File: src/rtl/decode_pattern_matcher.sv
// decode_pattern_matcher
//
// Purpose:
//    Sequential mask/value matcher for the decode path. A programmable table of
//    ENTRIES (mask, value, valid) patterns is scanned one entry per cycle
//    against a captured instruction word. The lowest matching index (or a miss)
//    is returned over a valid/ready response port.
//
// Ports:
//    clk            - single clock, all state changes on posedge
//    reset          - synchronous, active-high; invalidates table, FSM to IDLE
//    wr_en          - table write strobe (legal in any state)
//    wr_idx         - entry index to write
//    wr_mask        - compare mask (1 = bit compared)
//    wr_value       - expected value
//    wr_entry_valid - valid bit to store (0 invalidates the entry)
//    req_valid      - request word present
//    req_ready      - matcher idle and able to accept a request
//    req_word       - instruction word to decode
//    rsp_valid      - response present
//    rsp_ready      - consumer accepts the response
//    rsp_hit        - 1 when some valid entry matched
//    rsp_idx        - lowest matching index (0 on miss)
//    rsp_word       - echo of the captured request word
module decode_pattern_matcher #(
   parameter int WIDTH   = 32,
   parameter int ENTRIES = 8,
   parameter int IDX_W   = 3
) (
   input  logic             clk,
   input  logic             reset,
   input  logic             wr_en,
   input  logic [IDX_W-1:0] wr_idx,
   input  logic [WIDTH-1:0] wr_mask,
   input  logic [WIDTH-1:0] wr_value,
   input  logic             wr_entry_valid,
   input  logic             req_valid,
   output logic             req_ready,
   input  logic [WIDTH-1:0] req_word,
   output logic             rsp_valid,
   input  logic             rsp_ready,
   output logic             rsp_hit,
   output logic [IDX_W-1:0] rsp_idx,
   output logic [WIDTH-1:0] rsp_word
);

   typedef enum logic [1:0] {
      IDLE = 2'd0,
      SCAN = 2'd1,
      RESP = 2'd2
   } state_t;

   localparam logic [IDX_W-1:0] LAST_IDX = IDX_W'(ENTRIES - 1);

   // Pattern table. Mask/value carry no reset; only the valid bits are cleared.
   logic [WIDTH-1:0]   mask_mem  [ENTRIES];
   logic [WIDTH-1:0]   value_mem [ENTRIES];
   logic [ENTRIES-1:0] valid_reg;

   state_t             state_reg;
   logic [IDX_W-1:0]   scan_idx_reg;
   logic [WIDTH-1:0]   word_reg;
   logic               req_ready_reg;
   logic               rsp_valid_reg;
   logic               rsp_hit_reg;
   logic [IDX_W-1:0]   rsp_idx_reg;

   // Per-entry masked compare against the captured word. The scan reads the
   // registered table, so a write landing on the same edge as a compare only
   // affects later compares.
   logic [ENTRIES-1:0] match_vec;

   generate
      for (genvar gi = 0; gi < ENTRIES; gi++) begin : g_match
         assign match_vec[gi] = valid_reg[gi] &&
            ((word_reg & mask_mem[gi]) == (value_mem[gi] & mask_mem[gi]));
      end
   endgenerate

   // Table contents: written in any FSM state.
   always_ff @(posedge clk) begin
      if (wr_en) begin
         mask_mem[wr_idx]  <= wr_mask;
         value_mem[wr_idx] <= wr_value;
      end
   end

   // Valid bits: reset wins over a coincident write so the table is always
   // empty after reset.
   always_ff @(posedge clk) begin
      if (reset) begin
         valid_reg <= '0;
      end else if (wr_en) begin
         valid_reg[wr_idx] <= wr_entry_valid;
      end
   end

   // Control FSM with registered handshake and result outputs.
   always_ff @(posedge clk) begin
      if (reset) begin
         state_reg     <= IDLE;
         scan_idx_reg  <= '0;
         word_reg      <= '0;
         req_ready_reg <= 1'b1;
         rsp_valid_reg <= 1'b0;
         rsp_hit_reg   <= 1'b0;
         rsp_idx_reg   <= '0;
      end else begin
         case (state_reg)
            IDLE: begin
               if (req_valid) begin
                  word_reg      <= req_word;
                  scan_idx_reg  <= '0;
                  req_ready_reg <= 1'b0;
                  state_reg     <= SCAN;
               end
            end
            SCAN: begin
               // Ascending scan that stops at the first hit gives
               // lowest-index priority.
               if (match_vec[scan_idx_reg]) begin
                  rsp_hit_reg   <= 1'b1;
                  rsp_idx_reg   <= scan_idx_reg;
                  rsp_valid_reg <= 1'b1;
                  state_reg     <= RESP;
               end else if (scan_idx_reg == LAST_IDX) begin
                  rsp_hit_reg   <= 1'b0;
                  rsp_idx_reg   <= '0;
                  rsp_valid_reg <= 1'b1;
                  state_reg     <= RESP;
               end else begin
                  scan_idx_reg <= scan_idx_reg + 1'b1;
               end
            end
            RESP: begin
               // Return through IDLE so a new request is accepted one cycle
               // after the response handshake at the earliest.
               if (rsp_ready) begin
                  rsp_valid_reg <= 1'b0;
                  req_ready_reg <= 1'b1;
                  state_reg     <= IDLE;
               end
            end
            default: begin
               state_reg     <= IDLE;
               req_ready_reg <= 1'b1;
               rsp_valid_reg <= 1'b0;
            end
         endcase
      end
   end

   assign req_ready = req_ready_reg;
   assign rsp_valid = rsp_valid_reg;
   assign rsp_hit   = rsp_hit_reg;
   assign rsp_idx   = rsp_idx_reg;
   assign rsp_word  = word_reg;

endmodule

File: config.mk
export PLATFORM = sky130hd
export DESIGN_NAME = decode_pattern_matcher
export DESIGN_NICKNAME = d
export VERILOG_FILES = /design/src/rtl/decode_pattern_matcher.sv
export SDC_FILE = /design/constraint.sdc
export NUM_CORES = 1
export LEC_CHECK = 0
export CORE_UTILIZATION = 55
export CTS_BUF_LIST = sky130_fd_sc_hd__clkbuf_4 sky130_fd_sc_hd__clkbuf_8
export CTS_CLUSTER_DIAMETER = 150
export DETAILED_ROUTE_END_ITERATION = 12
export DONT_BUFFER_PORTS = 1
export HOLD_SLACK_MARGIN = 0.05
export PLACE_DENSITY = 0.81
export SYNTH_ARGS = -nofsm -noshare
export SYNTH_HDL_FRONTEND = slang
export SYNTH_SLANG_ARGS = --single-unit
File: constraint.sdc
create_clock -name clk -period 9 [get_ports clk]
set_input_delay 1.35 -clock clk [delete_from_list [all_inputs] [get_ports clk]]
set_output_delay 1.35 -clock clk [all_outputs]
set_load 0.005 [all_outputs]
==> summary.txt <==
Via count -> 11,360
Clock transition at path regs -> 60 ps
Leakage -> 0.008312 uW
Critical path's slowest cell -> dfxtp_1
WL/cell -> 28.68 microns
Most frequent cell on the critical path -> a22oi_1
GP Congestion -> 0.9421
Vias in the first global route -> 11,170
Most common cell after layout, fill and taps aside -> edfxtp_1
Reg2reg start -> rsp_word[9]
Final nets -> 1,403
CP top delay family -> compound AO/OA/AOI/OAI gates
Htree depth -> 3
Area share of the largest cell type after synthesis -> 72.35%
Final Hold Fails -> 0
IO Port Bufs -> 0
Worst-Skew Late Latency -> 660 ps
WP depth -> 8
Clock Skews -> 20.00 ps
DRT Wirelength -> 53.97 mm
Max VDD drop -> 0.0001319 V
Number of flops mapped to enable cells by yosys -> 512
Register area share after synthesis -> 77.16%
CP startpoint kind -> register
CTS root buf -> clkbuf_8
Worst Tran Pin Value -> 1140 ps
Syn Inst Count -> 1,246
# IOs -> 143
Worst r2r dst -> scan_idx_reg[0]
Setup crit start -> rsp_word[9]
Post-synthesis cell type with the largest combined area -> edfxtp_1
Antenna violations before repair -> 2
Library cells used by synthesis -> 38
Final worst slack -> 5232 ps
CP required -> 9530 ps
Max FO, Critical Path -> 10
Setup Buffers After CTS -> 0
Die width -> 198.6 microns
Largest cells by area after synthesis -> edfxtp_1, xor2_1, dfxtp_1
Final min period -> 3768 ps
Crit-path max cell delay -> 730 ps
Critical Path, Cell by Cell -> xor2_1 -> a22oi_1 -> nand4_1 -> nor4_1 -> a22oi_1 -> a2111oi_4 -> nor3_4 -> mux2_4
Final ANT Viol Nets -> 0
Overall routing resource usage -> 28.05%
Power density cells -> 230.4 nW/um^2
Hold Crit Class -> register to register
Capture point of the worst path -> scan_idx_reg[0]
Num Clock Sinks -> 563
Most frequent cells in the layout -> edfxtp_1, xor2_1, a22oi_1, nand2_1, clkbuf_8
CTS Buffer Depth -> 3
First-pass GRT wire length -> 76.29 mm
Setup violators final -> 0
Starting Density -> 56.15%
Die H -> 198.6 microns
DRT Pass-1 Iters -> 9
Placed cells -> 1,719
Post-route insts no fill -> 1,882
Synthesis warning total -> 0
Core box area -> 37,840 sq um
CTS buffer count -> 86
Syn nets -> 1,353
Mapped Area -> 21,250 sq um
CTS tree -> built
FMAX -> 0.2654 GHz
Status -> finished, final reports clean
P&R area growth vs syn -> 10.65%
Flop-to-flop setup slack -> 5230 ps
Worst setup EP type -> register
Filler cell count -> 2,648
Slew Limit Fails -> 0
Asr flop ratio synth -> 0%
Fin crit share -> 41.87%
Largest net degree at the start of global routing -> 66
Final HPWL DP -> 34.96 mm
Layout cell share with drive strength beyond 1 -> 12.41%
Worst path bufs/invs -> 0
DRC viols -> 0
Row Count -> 71
Routed vias/inst -> 6.033
MaxCap Viol Count -> 0
CP arrival -> 4300 ps
Pre-CTS setup slack -> 5456 ps
Post-Syn Area per Cell -> 17.05 sq um
Worst Reg-to-Reg Cells -> 8
Setup tns final -> 0 ps
Critical path class -> register to register
Grt ovf -> 0
RSZ-0062 raised after global routing -> false
Die area -> 39,420 sq um
Number of synthesized register bits -> 563
Post-CTS sizing -> 0
Worst slew margin -> 23.82%
Starting DRT DRC Count -> 1,334
Top_reg_cell synth -> edfxtp_1
Hold buffers post-CTS -> 0
## worst min-delay path: cells and delay by family (launching register included)
kind	cells	cell delay (ps)
AOI/OAI and AO/OA	2	140
DFF	1	310
## metal layers
layer | vias up | global-route usage, % | routed length (microns)
li1 | 4824 | - | -
met1 | 5605 | 37.42 | 20020
met2 | 794 | 43.91 | 25500
met3 | 130 | 6.697 | 6318
met4 | 2 | 13.02 | 2119
met5 | - | 0 | 13
## cell usage after synthesis, types with 4 or more instances
library cell / number
dfxtp_1: 51
nand2_1: 104
buf_6: 15
a21oi_1: 44
xor2_1: 256
buf_4: 4
mux2i_1: 5
nand4_1: 24
clkbuf_1: 15
nor2_1: 13
a221oi_1: 6
edfxtp_1: 512
a22oi_1: 119
buf_2: 13
o21ai_0: 8
nand2b_1: 9
nor4_1: 6
and3_1: 4
inv_1: 4
## final cells by class
cell class | instances | area (sq um) | share of cell area, %
antenna | 1 | 2.502 | 0.01064
clock buffer | 131 | 1628 | 6.923
clock inverter | 31 | 183.9 | 0.7822
multi-input combinational | 632 | 4581 | 19.48
inverter | 4 | 15.01 | 0.06386
timing repair buffer | 9 | 67.56 | 0.2874
tap | 511 | 639.4 | 2.719
sequential | 563 | 16400 | 69.73
## stage by stage
stage	utilization, %	hold WS, ps	power (uW)	area [sq um]
after floorplan	-	449.6	3216	21250
after global placement	57.34	459.0	3293	21700
after detailed placement	57.34	470.9	3305	21700
after CTS	62.12	479.3	5432	23510
after global routing	62.12	524.7	5566	23510
final	62.13	485.9	5417	23510
## power breakdown
part | total [uW] | internal, uW | switching, uW
registers | 3020 | 2950 | 78.0
clock network | 2160 | 1190 | 973
logic | 229 | 81.5 | 147
## worst min path at each step
stage                       startpoint      endpoint  slack [ps]  cells past startpoint
after floorplan           valid_reg[2]  valid_reg[2]         450                      2
after global placement    valid_reg[7]  valid_reg[7]         460                      2
after detailed placement  valid_reg[4]  valid_reg[4]         470                      2
after CTS                 valid_reg[3]  valid_reg[3]         480                      2
after global routing      valid_reg[4]  valid_reg[4]         520                      2
final                     valid_reg[3]  valid_reg[3]         490                      2
## cells by family after synthesis
kind of cell	count (synthesis)	synth area share (%)
adder cells (fa/ha/maj)	2	0.1177
multiplexers	7	0.3592
AO/OA/AOI/OAI	187	6.159
XOR/XNOR	256	10.55
flip-flops	563	77.16
buffers and inverters	51	1.578
AND/OR/NAND/NOR	180	4.075
Note: power is estimated with default switching activity, not from simulation.
